$ cat src/rtl/pipelined_adder.sv
// Pipelined add/subtract unit with valid/ready flow control.
// Each stage resolves one WIDTH/STAGES slice using the carry registered by the stage before.
module pipelined_adder #(
    parameter int WIDTH  = 16,
    parameter int STAGES = 4
) (
    input  logic             CLK,
    input  logic             ASYNCRESET,
    input  logic [WIDTH-1:0] A,
    input  logic [WIDTH-1:0] B,
    input  logic             CIN,
    input  logic             SUB,
    input  logic             I_VALID,
    output logic             I_READY,
    output logic [WIDTH-1:0] SUM,
    output logic             COUT,
    output logic             OVF,
    output logic             O_VALID,
    input  logic             O_READY
);

    localparam int SLICE = WIDTH / STAGES;

    if (STAGES < 1 || WIDTH < 1 || (WIDTH % STAGES) != 0) begin : gBadParams
        $error("pipelined_adder: WIDTH must be a positive multiple of STAGES");
    end

    logic             stall;
    logic             advance;
    logic [WIDTH-1:0] bEff;
    logic             cEff;

    // Stage registers: operands travel alongside the partial sum.
    logic [STAGES-1:0]            vldQ;
    logic [STAGES-1:0]            cyQ;
    logic [STAGES-1:0][WIDTH-1:0] aQ;
    logic [STAGES-1:0][WIDTH-1:0] bQ;
    logic [STAGES-1:0][WIDTH-1:0] sQ;
    logic                         ovfQ;

    logic [STAGES-1:0]            vldD;
    logic [STAGES-1:0]            cyD;
    logic [STAGES-1:0][WIDTH-1:0] aD;
    logic [STAGES-1:0][WIDTH-1:0] bD;
    logic [STAGES-1:0][WIDTH-1:0] sD;
    logic                         ovfD;

    // Index k of a chain is the input of stage k; index 0 is the port side.
    logic [STAGES:0]            vChain;
    logic [STAGES:0]            cChain;
    logic [STAGES:0][WIDTH-1:0] aChain;
    logic [STAGES:0][WIDTH-1:0] bChain;
    logic [STAGES:0][WIDTH-1:0] sChain;
    logic                       unusedBits;

    logic [SLICE:0] part;

    // Subtract is A + ~B + ~CIN, giving A - B - CIN.
    assign bEff = SUB ? ~B : B;
    assign cEff = SUB ? ~CIN : CIN;

    assign vChain = {vldQ, I_VALID};
    assign cChain = {cyQ, cEff};
    assign aChain = {aQ, A};
    assign bChain = {bQ, bEff};
    assign sChain = {sQ, {WIDTH{1'b0}}};

    // The last stage's chain entries are the outputs, read directly below.
    assign unusedBits = ^{vChain[STAGES], cChain[STAGES], aChain[STAGES],
                          bChain[STAGES], sChain[STAGES]};

    assign stall   = vldQ[STAGES-1] & ~O_READY;
    assign advance = ~stall;
    assign I_READY = advance;

    assign O_VALID = vldQ[STAGES-1];
    assign SUM     = sQ[STAGES-1];
    assign COUT    = cyQ[STAGES-1];
    assign OVF     = ovfQ;

    // Per-stage slice add; overflow is resolved once the top slice is known.
    always_comb begin
        vldD = vChain[STAGES-1:0];
        aD   = aChain[STAGES-1:0];
        bD   = bChain[STAGES-1:0];
        sD   = sChain[STAGES-1:0];
        cyD  = '0;
        part = '0;
        for (int k = 0; k < STAGES; k++) begin
            part = {1'b0, aChain[k][k*SLICE +: SLICE]}
                 + {1'b0, bChain[k][k*SLICE +: SLICE]}
                 + {{SLICE{1'b0}}, cChain[k]};
            sD[k][k*SLICE +: SLICE] = part[SLICE-1:0];
            cyD[k]                  = part[SLICE];
        end
        ovfD = (aChain[STAGES-1][WIDTH-1] == bChain[STAGES-1][WIDTH-1])
            && (sD[STAGES-1][WIDTH-1] != aChain[STAGES-1][WIDTH-1]);
    end

    // Whole pipeline moves together, bubbles included, unless the output stalls.
    always_ff @(posedge CLK or posedge ASYNCRESET) begin
        if (ASYNCRESET) begin
            vldQ <= '0;
            cyQ  <= '0;
            aQ   <= '0;
            bQ   <= '0;
            sQ   <= '0;
            ovfQ <= 1'b0;
        end else if (advance) begin
            vldQ <= vldD;
            cyQ  <= cyD;
            aQ   <= aD;
            bQ   <= bD;
            sQ   <= sD;
            ovfQ <= ovfD;
        end
    end

endmodule

$ cat config.mk
export PLATFORM = sky130hd
export DESIGN_NAME = pipelined_adder
export DESIGN_NICKNAME = d
export VERILOG_FILES = /design/src/rtl/pipelined_adder.sv
export SDC_FILE = /design/constraint.sdc
export NUM_CORES = 1
export LEC_CHECK = 0
export ABC_AREA = 1
export CORE_AREA = 2 2 107 109
export DETAILED_ROUTE_END_ITERATION = 16
export DIE_AREA = 0 0 109 111
export SLEW_MARGIN = 20
export SYNTH_ARGS = -nofsm -noshare
export SYNTH_HDL_FRONTEND = slang
export SYNTH_SLANG_ARGS = --single-unit
$ cat constraint.sdc
create_clock -name CLK -period 7.4 [get_ports CLK]
set_input_delay 0.74 -clock CLK [delete_from_list [all_inputs] [get_ports CLK]]
set_output_delay 0.74 -clock CLK [all_outputs]
set_load 0.02 [all_outputs]
# Word level (Yosys, flattened, before mapping)
# Cells that the tools add are included.
[totals]
register_bits = 145
latch_bits = 0
mem_bits_rw = 0
romBits = 0
output_inout_bits = 20
wordCells = 31
n_memories = 0
[classes]
add_sub_neg = 8
n_mul = 0
n_div = 0
n_lt_le_gt_ge = 0
n_eq_ne = 2
shifts = 0
mux = 2
n_bitwise = 5
n_reduce_logical = 1
[ops]
columns = ["cell", "count"]
rows = [
  ["4-bit by 4-bit adder with 5-bit output", 4],
  ["5-bit by 1-bit adder with 5-bit output", 4],
  ["16-bit two-way mux", 1],
  ["16-bit NOT", 1],
  ["1-bit NOT", 3],
  ["1-bit bitwise AND", 1],
  ["1-bit equality test", 1],
  ["1-bit logical AND", 1],
  ["1-bit two-way mux", 1],
  ["1-bit inequality test", 1],
]

# Longest topological paths before layout
[logic_depth]
word_depth = 4
depth_mapped = 9

# Worst setup path after synthesis
# Ideal clock, no wire load.
[synth_timing]
path_type = "input-to-reg"
startpoint = "input port SUB"
endpoint = "register cyQ[0]"
setup_time_ns = 0.126
t_arrival_ns = 2.299
setup_slack_ns = 4.975
cell_stages = 9
path_buffers = 2
path_cell_list = "buf_4 > buf_6 > xor2_1 > fa_1 > fa_1 > nand2_1 > inv_1 > o21ai_0 > a21oi_1"
[synth_via]
elab_chain_cells = 3
[synth_lines]
columns = ["item", "line_no", "source"]
rows = [
  ["from (decl)", "12", "input logic SUB,"],
  ["16-bit two-way mux", "59", "assign bEff = SUB ? ~B : B;"],
  ["4-bit by 4-bit adder with 5-bit output", "91", "+ {1'b0, bChain[k][k*SLICE +: SLICE]}"],
  ["5-bit by 1-bit adder with 5-bit output (*)", "92", "+ {{SLICE{1'b0}}, cChain[k]};"],
  ["to (signal assigned)", "111", "cyQ <= cyD;"],
  ["to (decl)", "35", "logic [STAGES-1:0] cyQ;"],
]
# Every way passes the cells marked *; elsewhere a longest branch is shown, timed or not.
# A chain may end at the register's enable or synchronous reset.

# Worst setup path in the final report
[layout_timing]
startpoint = "input port O_READY"
endpoint = "output port I_READY"
[layout_via]
elab_chain_cells = 3
[layout_lines]
columns = ["item", "line_no", "source"]
rows = [
  ["from (decl)", "19", "input logic O_READY"],
  ["1-bit NOT", "72", "assign stall = vldQ[STAGES-1] & ~O_READY;"],
  ["1-bit bitwise AND", "72", ""],
  ["1-bit NOT", "73", "assign advance = ~stall;"],
  ["to (decl)", "14", "output logic I_READY,"],
]
# No other way between the ends.

==> results.md <==
- Io pins: 58
- Worst hold-check path type: reg2reg
- Hold Path End: vldQ[3]$_DFFE_PP0N_
- Max Slew Vio Count: 0
- Max-cap violations: 0
- Post-synth ARST share: 100%
- Root Buffer: clkbuf_16
- Reg2Reg Depth: 7
- PostCTS Resize Cnt: 0
- Most used cell, CP: clkdlybuf4s50_1
- Worst skew pair latency: approximately 0.34 ns
- CP Max Fanout: 110
- Worst VDD drop: 0.154 mV
- CP Cell Sequence: clkdlybuf4s50_1 > nor2_4 > buf_4 > inv_2 > clkdlybuf4s50_1
- Syn_area_per_cell: slightly above 9 um^2
- DR WL met3: about 380 um
- Setup crit start kind: input port
- Setup TNS Final: 0 ns
- Port-buffer cells: 57
- Postcts setup bufs: 0
- H-Tree Depth: 3
- Detail-routed via count per cell: 4.55
- Post-DP HPWL: about 5000 um
- Final net count: 579
- WP data arrival: 2.67 ns
- Multi-input combinational cell area: 1630 um^2
- Total Wirelength: roughly 7700 um
- Clock buffer depth: 2
- Drt drc: 0
- Sequential element share of the synthesized area: roughly 54%
- Req. time, crit path: around 6.7 ns
- Clock skew: about 0.008 ns
- Cells after synthesis: 488
- First-pass GRT wire length: between 10000 and 15000 um
- Overall fraction of global-route tracks in use: between 10% and 20%
- Die width: 109 um
- Final Power: ~2100 uW
- Area growth, synth to finish: 18.0%
- Top-area cell type share of the netlist area: 54.4%
- Layout cells sized above 1: 4.75%
- Antenna Cells: 0
- CP Capture Type: primary output
- Final period utilization: between 40% and 50%
- Placed insts: roughly 650
- Wl on met1: ~3700 um
- Unrepaired setup endpoints after global routing: no
- Die Footprint: around 12000 um^2
- Area leader, netlist: dfrtp_1
- Count leader, synth: nand2_1
- DR WL/cell: roughly 12 um
- CP top delay family: buffers and inverters
- Ys flop type: dfrtp_1
- FF-to-FF Start: vldQ[3]$_DFFE_PP0N_
- Synth Warn #: 0
- Library cells used by synthesis: 21
- Initial antenna violation count: 0
- Vias in the first global route: roughly 3100
- Slew HR: between 30% and 40%
- Yosys reg bits: between 90 and 100
- Clk slew on worst S/H paths: approximately 0.060 ns
- Slowest cell on crit path: buf_4
- Core Area: 11100 um^2
- CTS sink cnt: 97
- Hold depth: 2
- HP Start: vldQ[2]$_DFFE_PP0N_
- Non-filler instance count after layout: between 600 and 700
- WS Path Type: in2out
- Status: finished, final reports clean
- Core Util, Final: 47.5%
- Top sig layer: met4
- Pwr dens: 405 nW/um^2
- Rows: 39
- Netlist Area Pre-Place: between 4000 and 5000 um^2
- DR iter-0 viols: around 170
- Worst slew pin tran: a little under 1 ns
- Post-synth EDFFs: 0
- CP peak stage delay: about 0.75 ns
- Gr ovfl total: 0
- Reg2Reg Setup Slack: around 5.2 ns
- Seq. cell area: between 2000 and 2500 um^2
- Routed vias: 3041
- Initial Utilization: around two fifths
- Worst R2R End: sChain[38]$_DFFE_PP0N_
- Final GP Congestion: ~0.8
- Fmax: slightly below 300 MHz
- Hold Fails Final Rpt: 0
- Post-route minimum period: approximately 3.4 ns
- Die Ht: ~110 um
- DR pass1 iterations: 4
- Leakage: 0.00256 uW
- Antenna Nets Post-Route: 0
- Commonest cells post-synth: 190 x nand2_1, 97 x dfrtp_1, 49 x o21ai_0, 33 x inv_1, 22 x buf_4
- Critical path buffers and inverters: 4
- WL met2: roughly 3500 um
- Inserted Clock Buffers: 9
- Syn Nets: 546
- Fillers: between 1000 and 1500
- Final-report setup violation count: 0
- Cts hold-fix bufs: 0
- Pin count of the biggest net entering global routing: 111
- Largest cells by area after synthesis: dfrtp_1 54%, nand2_1 16%, o21ai_0 5.5%
- CTS tree: yes
-- flip-flops by register name, indices dropped and copies added (netlist names) --
name and cells:
aChain 24, bChain 24, sChain 24, SUM 16, cyQ 4, vldQ 4, OVF 1
-- metrics by stage --
step                      cell area (um^2)  hold WS (ns)  worst slack (ns)
after floorplan                       4460         0.419              4.13
after global placement                4970         0.444              3.96
after detailed placement              4970         0.447              3.94
after CTS                             5270         0.463              3.94
after global routing                  5270         0.487              3.84
final                                 5270         0.458              3.99
-- kinds of logic after synthesis --
kind of cell | count (synthesis) | share of synthesized area [%]
DFF | 97 | 54.4
buffers and inverters | 73 | 9.09
xor gates and xnor gates | 17 | 3.34
adders and majority gates | 20 | 6.96
AOI/OAI and AO/OA | 60 | 7.01
and+or+nand+nor | 221 | 19.2
-- worst max-delay path by stage --
| stage | startpoint | to | cells past startpoint |
|---|---|---|---|
| detailed placement | O_READY | I_READY | 5 |
| floorplan | ASYNCRESET | OVF$_DFFE_PP0N_ | 1 |
| global route | O_READY | I_READY | 5 |
| global placement | O_READY | I_READY | 5 |
| CTS | O_READY | I_READY | 5 |
| finish | O_READY | I_READY | 5 |
-- metal layers --
layer	global-route usage [%]	vias up
met1	19.4	1411
met3	3.88	9
li1	-	1571
met2	21.9	50
met5	0	-
met4	4.62	0
-- final cells by class --
class | instances | area share (%)
tap | 143 | 3.40
multi-input combinational | 318 | 31.0
clock buffer | 9 | 4.28
clock inverter | 7 | 1.33
inverter | 34 | 2.47
timing repair buffer | 61 | 11.4
sequential | 97 | 46.1
-- cells in the final DEF, fill, tap and decap left out, drive strengths merged, types with 6 or more instances in the layout --
| cell | instances |
|---|---|
| fa | 8 |
| a21oi | 6 |
| inv | 35 |
| ha | 12 |
| nand3 | 17 |
| o21ai | 51 |
| nand2 | 190 |
| clkdlybuf4s50 | 57 |
| nor2 | 13 |
| xnor2 | 12 |
| dfrtp | 97 |
| clkbuf | 9 |
-- worst register-to-register path, stage by stage (launching register included) --
cell,delay [ns]
dfrtp_1,0.38
inv_1,0.09
nor2_4,0.03
buf_4,0.41
inv_2,0.15
buf_4,0.63
o21ai_0,0.27
o22ai_2,0.13
-- report_power, final --
part | switching (uW) | internal (uW) | total, uW
logic | 456 | 328 | 784
clock network | 196 | 262 | 457
registers | 123 | 766 | 889
Power figures use the tool's default switching activity.
